$ cat src/rtl/alarm_ctrl_pkg.sv
// Shared state encodings and sizing helpers for the alarm controller.
package alarm_ctrl_pkg;

    localparam int STATE_W = 3;

    localparam logic [2:0] ST_IDLE  = 3'd0;
    localparam logic [2:0] ST_EXIT  = 3'd1;
    localparam logic [2:0] ST_ARMED = 3'd2;
    localparam logic [2:0] ST_ENTRY = 3'd3;
    localparam logic [2:0] ST_ALARM = 3'd4;

    // Width that holds the larger of the two delays without wrapping.
    function automatic int cnt_width(input int a, input int b);
        return $clog2(((a > b) ? a : b) + 1);
    endfunction

endpackage

$ cat src/rtl/alarm_ctrl_if.sv
// Sensor/control and status bundle between the sensor front-end and alarm_ctrl.
interface alarm_ctrl_if
    import alarm_ctrl_pkg::*;
#(
    parameter int N_ZONES = 4
) ();

    logic                 arm;
    logic                 disarm;
    logic [N_ZONES-1:0]   zone;
    logic [N_ZONES-1:0]   mask;
    logic [STATE_W-1:0]   state;
    logic                 armed;
    logic                 pending;
    logic                 alarm;
    logic                 arm_fail;
    logic [N_ZONES-1:0]   trip_zones;

    modport master (
        output arm, disarm, zone, mask,
        input  state, armed, pending, alarm, arm_fail, trip_zones
    );

    modport slave (
        input  arm, disarm, zone, mask,
        output state, armed, pending, alarm, arm_fail, trip_zones
    );

endinterface

$ cat src/rtl/alarm_ctrl_dly_counter.sv
// Loadable down-counter shared by the exit and entry delays; holds at zero.
module dly_counter #(
    parameter int CW = 4
) (
    input  logic          clk,
    input  logic          rst,
    input  logic          load,
    input  logic [CW-1:0] load_val,
    input  logic          en,
    output logic          zero
);

    logic [CW-1:0] count_d, count_q;

    always_comb begin
        count_d = count_q;
        if (load)
            count_d = load_val;
        else if (en && (count_q != '0))
            count_d = count_q - CW'(1);
    end

    always_ff @(posedge clk) begin
        if (rst) count_q <= '0;
        else     count_q <= count_d;
    end

    assign zero = (count_q == '0);

endmodule

$ cat src/rtl/alarm_ctrl.sv
// Armable N-zone alarm FSM with exit/entry delays and latched alarm.
// Optional trip-zone capture register enabled by ALARM_ZONE_LATCH_EN.
module alarm_ctrl
    import alarm_ctrl_pkg::*;
#(
    parameter int N_ZONES   = 4,
    parameter int EXIT_DLY  = 8,
    parameter int ENTRY_DLY = 8
) (
    input  logic        clk,
    input  logic        rst,
    alarm_ctrl_if.slave bus
);

    localparam int CW = cnt_width(EXIT_DLY, ENTRY_DLY);
    localparam logic [CW-1:0] EXIT_LOAD  = CW'(EXIT_DLY - 1);
    localparam logic [CW-1:0] ENTRY_LOAD = CW'(ENTRY_DLY - 1);

    logic [STATE_W-1:0] state_d, state_q;
    logic               arm_fail_d, arm_fail_q;
    logic               cnt_load, cnt_en, cnt_zero;
    logic [CW-1:0]      cnt_val;
    logic [N_ZONES-1:0] act;
    logic [N_ZONES-2:0] act_hi;
`ifdef ALARM_ZONE_LATCH_EN
    logic [N_ZONES-1:0] trip_d, trip_q;
`endif

    assign act    = bus.zone & ~bus.mask;
    assign act_hi = act[N_ZONES-1:1];

    dly_counter #(.CW(CW)) u_dly (
        .clk      (clk),
        .rst      (rst),
        .load     (cnt_load),
        .load_val (cnt_val),
        .en       (cnt_en),
        .zero     (cnt_zero)
    );

    always_comb begin
        state_d    = state_q;
        arm_fail_d = 1'b0;
        cnt_load   = 1'b0;
        cnt_val    = '0;
        cnt_en     = 1'b0;
`ifdef ALARM_ZONE_LATCH_EN
        trip_d     = trip_q;
`endif
        if (bus.disarm) begin
            // Loading zero clears any delay in progress.
            state_d  = ST_IDLE;
            cnt_load = 1'b1;
`ifdef ALARM_ZONE_LATCH_EN
            trip_d   = '0;
`endif
        end else begin
            case (state_q)
                ST_IDLE: begin
                    if (bus.arm) begin
                        if (act == '0) begin
                            state_d  = ST_EXIT;
                            cnt_load = 1'b1;
                            cnt_val  = EXIT_LOAD;
                        end else begin
                            arm_fail_d = 1'b1;
                        end
                    end
                end
                ST_EXIT: begin
                    if (cnt_zero) state_d = ST_ARMED;
                    else          cnt_en  = 1'b1;
                end
                ST_ARMED: begin
                    if (|act_hi) begin
                        state_d = ST_ALARM;
`ifdef ALARM_ZONE_LATCH_EN
                        trip_d  = act;
`endif
                    end else if (act[0]) begin
                        state_d  = ST_ENTRY;
                        cnt_load = 1'b1;
                        cnt_val  = ENTRY_LOAD;
                    end
                end
                ST_ENTRY: begin
                    if (|act_hi) begin
                        state_d = ST_ALARM;
`ifdef ALARM_ZONE_LATCH_EN
                        trip_d  = act;
`endif
                    end else if (cnt_zero) begin
                        // Timeout: the door zone is blamed even if it has since released.
                        state_d = ST_ALARM;
`ifdef ALARM_ZONE_LATCH_EN
                        trip_d  = act | N_ZONES'(1);
`endif
                    end else begin
                        cnt_en = 1'b1;
                    end
                end
                ST_ALARM: ;
                default:  state_d = ST_IDLE;
            endcase
        end
    end

    always_ff @(posedge clk) begin
        if (rst) begin
            state_q    <= ST_IDLE;
            arm_fail_q <= 1'b0;
        end else begin
            state_q    <= state_d;
            arm_fail_q <= arm_fail_d;
        end
    end

`ifdef ALARM_ZONE_LATCH_EN
    always_ff @(posedge clk) begin
        if (rst) trip_q <= '0;
        else     trip_q <= trip_d;
    end
    assign bus.trip_zones = trip_q;
`else
    assign bus.trip_zones = '0;
`endif

    assign bus.state    = state_q;
    assign bus.armed    = (state_q == ST_ARMED) || (state_q == ST_ENTRY);
    assign bus.pending  = (state_q == ST_EXIT)  || (state_q == ST_ENTRY);
    assign bus.alarm    = (state_q == ST_ALARM);
    assign bus.arm_fail = arm_fail_q;

endmodule

$ cat src/flat_wrapper.sv
// flat-port wrapper written by rule: the top's interface ports become plain ports
module alarm_ctrl_flat import alarm_ctrl_pkg::*;
#(
    parameter int N_ZONES   = 4,
    parameter int EXIT_DLY  = 8,
    parameter int ENTRY_DLY = 8
)
  (clk, rst, bus_arm, bus_disarm, bus_zone, bus_mask, bus_state, bus_armed, bus_pending, bus_alarm, bus_arm_fail, bus_trip_zones);
  alarm_ctrl_if #(.N_ZONES(N_ZONES)) bus_i ();
  input  logic clk;
  input  logic rst;
  input wire logic [$bits(bus_i.arm)-1:0] bus_arm;
  input wire logic [$bits(bus_i.disarm)-1:0] bus_disarm;
  input wire logic [$bits(bus_i.zone)-1:0] bus_zone;
  input wire logic [$bits(bus_i.mask)-1:0] bus_mask;
  output wire logic [$bits(bus_i.state)-1:0] bus_state;
  output wire logic [$bits(bus_i.armed)-1:0] bus_armed;
  output wire logic [$bits(bus_i.pending)-1:0] bus_pending;
  output wire logic [$bits(bus_i.alarm)-1:0] bus_alarm;
  output wire logic [$bits(bus_i.arm_fail)-1:0] bus_arm_fail;
  output wire logic [$bits(bus_i.trip_zones)-1:0] bus_trip_zones;
  assign bus_i.arm = bus_arm;
  assign bus_i.disarm = bus_disarm;
  assign bus_i.zone = bus_zone;
  assign bus_i.mask = bus_mask;
  assign bus_state = bus_i.state;
  assign bus_armed = bus_i.armed;
  assign bus_pending = bus_i.pending;
  assign bus_alarm = bus_i.alarm;
  assign bus_arm_fail = bus_i.arm_fail;
  assign bus_trip_zones = bus_i.trip_zones;
  alarm_ctrl #(.N_ZONES(N_ZONES), .EXIT_DLY(EXIT_DLY), .ENTRY_DLY(ENTRY_DLY)) u_core (.clk(clk), .rst(rst), .bus(bus_i));
endmodule
$ cat config.mk
export PLATFORM = sky130hd
export DESIGN_NAME = alarm_ctrl_flat
export DESIGN_NICKNAME = d
export VERILOG_FILES = /design/src/rtl/alarm_ctrl_pkg.sv /design/src/rtl/alarm_ctrl_if.sv /design/src/rtl/alarm_ctrl_dly_counter.sv /design/src/rtl/alarm_ctrl.sv /design/src/flat_wrapper.sv
export SDC_FILE = /design/constraint.sdc
export NUM_CORES = 1
export LEC_CHECK = 0
export ABC_CLOCK_PERIOD_IN_PS = 1900
export BUFFER_PORTS_ARGS = -buffer_cell sky130_fd_sc_hd__buf_2
export CAP_MARGIN = 20
export CORE_AREA = 3 3 40 42
export DETAILED_ROUTE_END_ITERATION = 8
export DIE_AREA = 0 0 43 45
export PLACE_DENSITY = 0.78
export SKIP_CTS_REPAIR_TIMING = 1
export SYNTH_ARGS = -nofsm -noshare
export SYNTH_HDL_FRONTEND = slang
export SYNTH_SLANG_ARGS = --single-unit
$ cat constraint.sdc
create_clock -name clk -period 1.9 [get_ports clk]
set_input_delay 0 -clock clk [delete_from_list [all_inputs] [get_ports clk]]
set_output_delay 0 -clock clk [all_outputs]
set_load 0.02 [all_outputs]
* After elaboration in Yosys (flattened, before gate mapping)
Index checks and enable logic that the tools add are counted.
** Word-level totals
- Flip-flop bits (word level) :: 8
- Logic and storage cells :: 57
- Bits of input ports :: 12
- Output and inout bits :: 11
** Operators by class
- Mux-type cells :: 27
- $add $sub $neg :: 1
- Bitwise gates (word level) :: 5
- Reductions and logical operators :: 12
- Eq/ne operators :: 9
** Operators by type and width (count)
- 3-bit 2-to-1 mux :: 9
- 4-bit 2-to-1 mux :: 5
- 3-bit case mux with 5 select lines :: 1
- 1-bit 2-to-1 mux :: 9
- 4-bit logical NOT :: 2
- 4-bit case mux with 2 select lines :: 1
- 3-bit by 2-bit equality test with 1-bit output (second input constant) :: 2
- 3-bit by 1-bit != test with 1-bit output (second input constant) :: 2
- 6-bit AND reduction :: 1
- 4-bit AND :: 1
- 2-bit by 1-bit != test with 1-bit output (second input constant) :: 2
- 4-bit inverter :: 1
- 1-bit case mux with 2 select lines :: 2
- 4-bit nonzero test :: 1
- 4-bit OR reduction :: 1
- 4-bit by 1-bit subtractor with 4-bit output (second input constant) :: 1
- 3-bit by 1-bit equality test with 1-bit output (second input constant) :: 1
- 3-bit equality test (second input constant) :: 1
- 3-bit logical NOT :: 1
- 1-bit inverter :: 3
- 3-bit OR reduction :: 1
- 1-bit logical OR :: 2
- 2-bit != test (second input constant) :: 1
- 2-bit nonzero test :: 1
- other kinds (2) :: 2

* Logic depth before layout (Yosys ltp)
Gate-level depths: netlist of run 1.
- Word-level depth :: 9
- Gate-level depth with buffers :: 7
- Mapped depth without buffers :: 7

* By module
Synthesis of run 1 repeated with hierarchy kept, for this count alone.
** Second synthesis, totals
- Cells, all modules :: 70
- Area, all modules :: 554.3 um^2
** Modules (own cells, without submodules)
- alarm_ctrl :: cells each 41, times used 1, seq. area each 80.1 um^2, area each 291.5 um^2
- dly_counter :: cells each 29, times used 1, seq. area each 80.1 um^2, area each 262.8 um^2

* Worst setup path after synthesis of run 1
Ideal clock, no wire load.
- Path type :: reg-to-reg
- Start :: register u_core.state_q[0], in the netlist u_core.bus.state[0]
- End :: register u_core.u_dly.count_q[3]
- Clock period less this slack :: 1.669 ns
- Library setup time :: 0.080 ns
- Cell stages (with the launch flop) :: 6
- Required time :: 1.820 ns
- Buffers on the path :: 0
- Path slack :: 0.231 ns
- Arrival time :: 1.589 ns
- Cells stage by stage :: dfxtp_1 > nor2b_1 > and2b_1 > nand3_1 > xor2_1 > nor3b_1
** Between the ends
- Longest elaborated chain between the ends :: 5
- Elaborated cells between the ends (all ways) :: 13
- Those cells by class :: eq/ne: 3; mux: 7; reduce/logical: 3
** Ends and longest elaborated chain
- start: declaration :: line alarm_ctrl.sv:19 : logic [STATE_W-1:0] state_d, state_q;
- start signal: assignment :: line alarm_ctrl.sv:113 : state_q <= state_d;
- 3-bit by 2-bit equality test with 1-bit output / 3-bit by 1-bit equality test with 1-bit output (equally long branches) :: line alarm_ctrl.sv:58 : case (state_q)
- 1-bit case mux with 2 select lines :: line alarm_ctrl.sv:58
- 1-bit 2-to-1 mux :: line alarm_ctrl.sv:50 : if (bus.disarm) begin
- 1-bit logical AND :: line alarm_ctrl_dly_counter.sv:19 : else if (en && (count_q != '0))
- 2-bit nonzero test (no source line)
- end signal: assignment :: line alarm_ctrl_dly_counter.sv:25 : else count_q <= count_d;
- end: declaration :: line alarm_ctrl_dly_counter.sv:13 : logic [CW-1:0] count_d, count_q;
Several ways; a longest one is shown, not always the timed one.
A chain may end at the register's enable or synchronous reset.

* Worst setup path after layout of run 1
- Start :: register u_core.u_dly.count_q[0]
- End :: register u_core.u_dly.count_q[1]
** Between the ends
- Longest elaborated chain between the ends :: 7
- Elaborated cells between the ends (all ways) :: 11
- Those cells by class :: add/sub: 1; mux: 6; reduce/logical: 4
** Ends and longest elaborated chain
- 4-bit logical NOT :: line alarm_ctrl_dly_counter.sv:28 : assign zero = (count_q == '0);
- 1-bit 2-to-1 mux :: line alarm_ctrl.sv:71, alarm_ctrl.sv:92
- 1-bit 2-to-1 mux :: line alarm_ctrl.sv:87 : if (|act_hi) begin
- 1-bit case mux with 2 select lines :: line alarm_ctrl.sv:58
- 1-bit 2-to-1 mux :: line alarm_ctrl.sv:50
- 1-bit logical AND :: line alarm_ctrl_dly_counter.sv:19
- 2-bit nonzero test (no source line)
Several ways; a longest one is shown, not always the timed one. The select of a mux whose other input is x is not followed.

==> impl_results.md, run 1 <==
- Crit Reg-Reg Startpoint: u_core.u_dly.count_q[0]$_SDFFE_PP0P_
- Final #Nets: 98
- Initial core utilization: 40.5%
- Unique masters post-synth: 29
- Clk_lat worst skew: 0.25 ns
- Crit. End Element: flop
- WS Path Type: reg2reg
- Sequential area share after synthesis: 30.8%
- Final ANT Viol Nets: 0
- Max IR drop VDD: 0.256 mV
- Core Rows: 13
- Power per cell area: 574 mW/mm²
- Final setup skew: 0.00238 ns
- Leakage: 0.281 nW
- Period minus WS final: 1.59 ns
- Synth Instances: 64
- N_diodes: 0
- WHS Path Cells: 3
- H-tree levels: 1
- Final Max Slew Viols: 0
- Synth Area per Inst: 8.13 µm²
- CTS Buf Count: 3
- Grt total ovfl: 0
- Period utilisation layout: 83.6%
- HP Class: in2reg
- Main synth FF type: dfxtp_1
- RSZ-0062 raised after global routing: no
- Seq. cell area: 160 µm²
- YS warnings: 0
- Layout area overhead: 20.9%
- Syn Std Cell Area: 520 µm²
- Hold EP: u_core.bus.arm_fail$_SDFF_PP0_
- Share of layout cells above drive strength 1: 31.3%
- Die footprint: 0.00194 mm²
- Clk slew on worst S/H paths: 0.05 ns
- Post-synth ARST share: 0%
- Multi-input logic area: 330 µm²
- Reg-to-Reg End: u_core.u_dly.count_q[1]$_SDFFE_PP0P_
- Critical Path AT: 1.72 ns
- Drt drc: 0
- Final RePlAce weighted congestion: 0.847
- Die Y: 45 µm
- Die Width: 43 µm
- Vias in the first global route: 443
- # IOs: 23
- Status: completed
- Critical path peak fanout: 5
- Critical path required time: 2.04 ns
- Setup TNS: 0 ns
- Cells on worst reg2reg path: 7
- First DRT Iteration DRCs: 10
- CP startpoint kind: flop
- Post-Place Cell Area: 607 µm²
- Reg2reg setup slack: 0.31 ns
- Filler cell count: 133
- HPWL after DPL: 881 µm
- Initial antenna violation count: 0
- #FFs+latches synth: 8
- First-pass GRT wire length: 1730 µm
- Max-cap violations: 0
- Root buffer cell: clkbuf_4
- Tot GR Track Use: 11.6%
- WL final: 1060 µm
- Largest net degree at the start of global routing: 10
- Via count: 493
- Clock buffer depth: 2
- Fin area: 629 µm²
- CTS tree: built
- Routed length per instance: 10.8 µm
- Vias per cell: 5.03
- Post-synth EDFFs: 0
- Clock sink total: 8
- Final setup vio count: 0
- CORE AREA: 0.00128 mm²
- Final Hold Vio Count: 0
- Pre-antenna DRT Iters: 4
- Final Total Pwr: 0.361 mW
- Port Buffer Count: 18
- Fmax: 630 MHz
- Hold wc startpoint: bus_arm
-- worst max-delay path by stage --
stage | start | to | slack [ns] | cells after the start
finish | u_core.u_dly.count_q[0]$_SDFFE_PP0P_ | u_core.u_dly.count_q[1]$_SDFFE_PP0P_ | 0.31 | 7
global route | u_core.u_dly.count_q[0]$_SDFFE_PP0P_ | u_core.u_dly.count_q[3]$_SDFFE_PP0P_ | 0.16 | 7
CTS | u_core.u_dly.count_q[0]$_SDFFE_PP0P_ | u_core.u_dly.count_q[1]$_SDFFE_PP0P_ | 0.32 | 7
detailed placement | u_core.u_dly.count_q[0]$_SDFFE_PP0P_ | u_core.u_dly.count_q[1]$_SDFFE_PP0P_ | 0.33 | 7
global placement | u_core.u_dly.count_q[0]$_SDFFE_PP0P_ | u_core.u_dly.count_q[1]$_SDFFE_PP0P_ | 0.41 | 7
floorplan | u_core.bus.state[0]$_SDFFE_PP0P_ | u_core.u_dly.count_q[3]$_SDFFE_PP0P_ | 0.23 | 5
-- per-layer routing --
| layer | wire length [µm] | global-route usage, % | part of all wire (%) | vias up |
|---|---|---|---|---|
| li1 | - | - | - | 253 |
| met1 | 492 | 14.8 | 47 | 220 |
| met2 | 488 | 17.7 | 46 | 18 |
| met3 | 64 | 1.59 | 6.0 | 2 |
| met4 | 11 | 9.04 | 1.0 | 0 |
| met5 | 0 | 0 | 0 | - |
-- power by group --
group | switching, mW | internal, mW
logic | 0.0342 | 0.0283
clock network | 0.0517 | 0.0719
registers | 0.00342 | 0.172
-- registers in the layout, indices dropped and copies added (netlist names) --
register              cells
u_core.u_dly.count_q      4
u_core.bus.state          3
u_core.bus.arm_fail       1
-- layout make-up --
cell class,instances,share of cell area [%]
multi-input combinational,52,52.5
sequential,8,25.4
timing repair buffer,18,14.3
clock buffer,3,3.58
tap,15,2.98
inverter,2,1.19
-- cell usage after synthesis (2+ instances only) --
cell type  count  area share (%)
nor2b_4        2             5.3
buf_4          4             5.8
nor3b_1        2             2.9
nand2_1        4             2.9
nor2b_1        4             4.8
xor2_1         2             3.4
a21oi_1        6             5.8
and2_1         2             2.4
nor2_1         3             2.2
inv_1          2             1.4
nor3_1         3             2.9
dfxtp_1        8              31
nand3_1        4             3.8
o21ai_0        3             2.9
-- critical path: stages, from the launching register on --
cell and delay, ns:
dfxtp_1 0.32, inv_1 0.06, ha_1 0.15, nor3b_1 0.25
and2b_1 0.26, and2_1 0.19, o21ai_0 0.16, a21oi_1 0.08
-- metrics by stage --
stage          hold slack [ns]  cells  setup WS [ns]  util [%]
2_1_floorplan            0.128     67          0.231         -
3_3_place_gp             0.265     95          0.408      47.2
3_5_place_dp             0.267     95          0.328      47.2
4_1_cts                0.00753     98          0.317      49.0
5_1_grt                 0.0203     98          0.159      49.0
6_report                0.0119     98          0.312      49.0
-- cell families after synthesis --
kind of cell,after synthesis,share of synthesized area (%)
buffers and inverters,7,7.93
xor gates and xnor gates,3,5.05
DFF,8,30.8
adders and majority gates,1,2.40
AOI/OAI and AO/OA,14,16.8
and+or+nand+nor,30,36.3
other,1,0.720
-- layout by cell type (no fill, tap or decap), drive strengths merged --
cell / instances
nor3b: 2
or4b: 1
conb: 4
o211a: 1
nand3b: 1
xnor2: 1
nand3: 4
o22ai: 1
and2b: 1
o31ai: 1
or2: 1
nand2: 4
a31oi: 1
nor2b: 6
o211ai: 1
a21oi: 6
ha: 1
and2: 2
xor2: 2
o21ai: 3
nor2: 3
clkbuf: 3
inv: 2
dfxtp: 8
nor3: 3
nand2b: 1
buf: 18
or3: 1
No activity file was read; power rests on OpenSTA's default activity.
==> run 2, diff against run 1 <==
--- a/config.mk
+++ b/config.mk
@@ -5,13 +5,13 @@
 export SDC_FILE = /design/constraint.sdc
 export NUM_CORES = 1
 export LEC_CHECK = 0
-export ABC_CLOCK_PERIOD_IN_PS = 1900
+export ABC_CLOCK_PERIOD_IN_PS = 1400
 export BUFFER_PORTS_ARGS = -buffer_cell sky130_fd_sc_hd__buf_2
 export CAP_MARGIN = 20
-export CORE_AREA = 3 3 40 42
+export CORE_MARGIN = 3
+export CORE_UTILIZATION = 40
 export DETAILED_ROUTE_END_ITERATION = 8
-export DIE_AREA = 0 0 43 45
-export PLACE_DENSITY = 0.78
+export PLACE_DENSITY = 0.82
 export SKIP_CTS_REPAIR_TIMING = 1
 export SYNTH_ARGS = -nofsm -noshare
 export SYNTH_HDL_FRONTEND = slang
==> constraint.sdc (replaced) <==
create_clock -name clk -period 1.4 [get_ports clk]
set_input_delay 0 -clock clk [delete_from_list [all_inputs] [get_ports clk]]
set_output_delay 0 -clock clk [all_outputs]
set_load 0.02 [all_outputs]
==> run 2 against run 1 <==
The run now ends with setup timing left. Cell area up 20%. Largest cell class unchanged. Worst setup slack worse by 0.37 ns. Sequential power up 36%. First-iteration DRC count down 10%. Cell count up 9.2%.
==> impl_results.md, run 2 (synthesized netlist as in run 1, its figures left out) <==
- Critical Path AT: 1.63 ns (-0.09 ns)
- First DRT Iteration DRCs: 9 (-1)
- Initial antenna violation count: 0 (unchanged)
- Routed length per instance: 11.7 µm (+8.7%)
- WL final: 1260 µm (+19%)
- CP startpoint kind: flop
- Status: complete, but fails checks
- Critical path peak fanout: 4 (-1)
- Power per cell area: 699 mW/mm² (+22%)
- Period minus WS final: 1.46 ns (-0.131 ns)
- Critical path required time: 1.57 ns (-0.47 ns)
- Dpl ws: -0.107 ns (-0.434 ns)
- Fmax: 686 MHz (+9.0%)
- Final Total Pwr: 0.528 mW (+46%)
- Clock sink total: 8 (unchanged)
- # IOs: 23 (unchanged)
- CTS Buf Count: 3 (unchanged)
- Clk_lat worst skew: 0.25 ns (about the same)
- RSZ-0062 raised after global routing: yes
- H-tree levels: 1 (unchanged)
- Final Hold Vio Count: 0 (unchanged)
- Filler cell count: 103 (-23%)
- Reg2reg setup slack: -0.06 ns (-0.37 ns)
- Final setup vio count: 4 (+4)
- Vias in the first global route: 497 (+12%)
- Clk slew on worst S/H paths: 0.06 ns (about the same)
- Root buffer cell: clkbuf_4
- Max IR drop VDD: 0.379 mV (+48%)
- Grt total ovfl: 0 (unchanged)
- Crit. End Element: flop
- First-pass GRT wire length: 2020 µm (+17%)
- Leakage: 0.342 nW (+22%)
- Max-cap violations: 0 (unchanged)
- Core Rows: 12 (-1)
- Most flop-heavy register: u_core.u_dly.count_q
- Layout area overhead: 45.2%
- Final #Nets: 108 (+10%)
- Period utilisation layout: 104% (+21 points)
- Initial core utilization: 45.0% (+4.5 points)
- Failing checks: setup timing
- Pre-antenna DRT Iters: 4 (unchanged)
- Via count: 545 (+11%)
- Max reg flops: 4 (unchanged)
- Final setup margin: -0.0572 ns (-0.369 ns)
- Drt drc: 0 (unchanged)
- HPWL after DPL: 996 µm (+13%)
- Die Width: 42.1 µm (-2.2%)
- Largest net degree at the start of global routing: 10 (unchanged)
- Most frequent cells in the layout: 18 x buf_2, 10 x buf_4, 6 x a21oi_1
- HP Class: in2reg
- CTS tree: built
- Final RePlAce weighted congestion: 0.755 (-11%)
- Die Y: 42.1 µm (-6.5%)
- WS Path Type: reg2reg
- Final ANT Viol Nets: 0 (unchanged)
- Tot GR Track Use: 14.2% (+2.6 points)
- Final Max Slew Viols: 0 (unchanged)
- CORE AREA: 0.00116 mm² (-10%)
- Die footprint: 0.00177 mm² (-8.5%)
- Share of layout cells above drive strength 1: 52.7% (+21 points)
- Final setup skew: 0.00537 ns (+0.00299 ns)
- Vias per cell: 5.09 (+1.2%)
- Port Buffer Count: 18 (unchanged)
- Clock buffer depth: 2 (unchanged)
- Most common cell after layout, fill and taps aside: buf_2
- N_diodes: 0 (unchanged)
## run 2: critical path, cell delays in order (launching register included)
cell	delay, ns
dfxtp_2	0.33
inv_2	0.06
ha_4	0.12
nor3b_4	0.18
and2b_2	0.27
and2_4	0.18
xnor2_2	0.12
a21oi_1	0.14
## run 2: power by group
group	switching, mW	internal [mW]	total [mW]
sequential	0.00512	0.233	0.238
clock	0.0803	0.0983	0.179
combinational	0.0531	0.0583	0.111
total	0.139	0.390	0.528
## run 2: cell type report
class | instances | area [µm²] | area share (%)
Inverter | 2 | 7.51 | 0.993
Tap cell | 14 | 17.5 | 2.32
Multi-Input combinational cell | 52 | 378 | 50.0
Sequential cell | 8 | 165 | 21.9
Clock buffer | 3 | 22.5 | 2.98
Timing Repair Buffer | 28 | 165 | 21.9
## run 2: path summary, 6_finish.rpt
check / startpoint / to / cells past startpoint
worst max-delay path: u_core.u_dly.count_q[0]$_SDFFE_PP0P_ / u_core.u_dly.count_q[0]$_SDFFE_PP0P_ / 7
worst min-delay path: bus_arm / u_core.bus.arm_fail$_SDFF_PP0_ / 3
worst max register to register: u_core.u_dly.count_q[0]$_SDFFE_PP0P_ / u_core.u_dly.count_q[0]$_SDFFE_PP0P_ / 7
worst min register to register: u_core.u_dly.count_q[3]$_SDFFE_PP0P_ / u_core.u_dly.count_q[3]$_SDFFE_PP0P_ / 2
## run 2: per-layer routing
metal / wire length (µm) / track usage, %
met1: 524 / 16.0
met2: 631 / 25.9
met3: 93 / 3.86
met5: 0 / 0
met4: 7 / 3.73
## run 2: through the flow
step           setup TNS (ns)  hold slack (ns)  std cells  cell area (µm²)  util, %
4_1_cts                -0.382          0.00559        106              714     61.8
3_3_place_gp          -0.0234            0.269        103              692     59.8
5_1_grt                -0.504           0.0152        107              756     65.4
2_1_floorplan         -0.0325            0.128         67              551        -
6_report               -0.131          0.00663        107              756     65.4
3_5_place_dp           -0.285            0.266        103              692     59.8
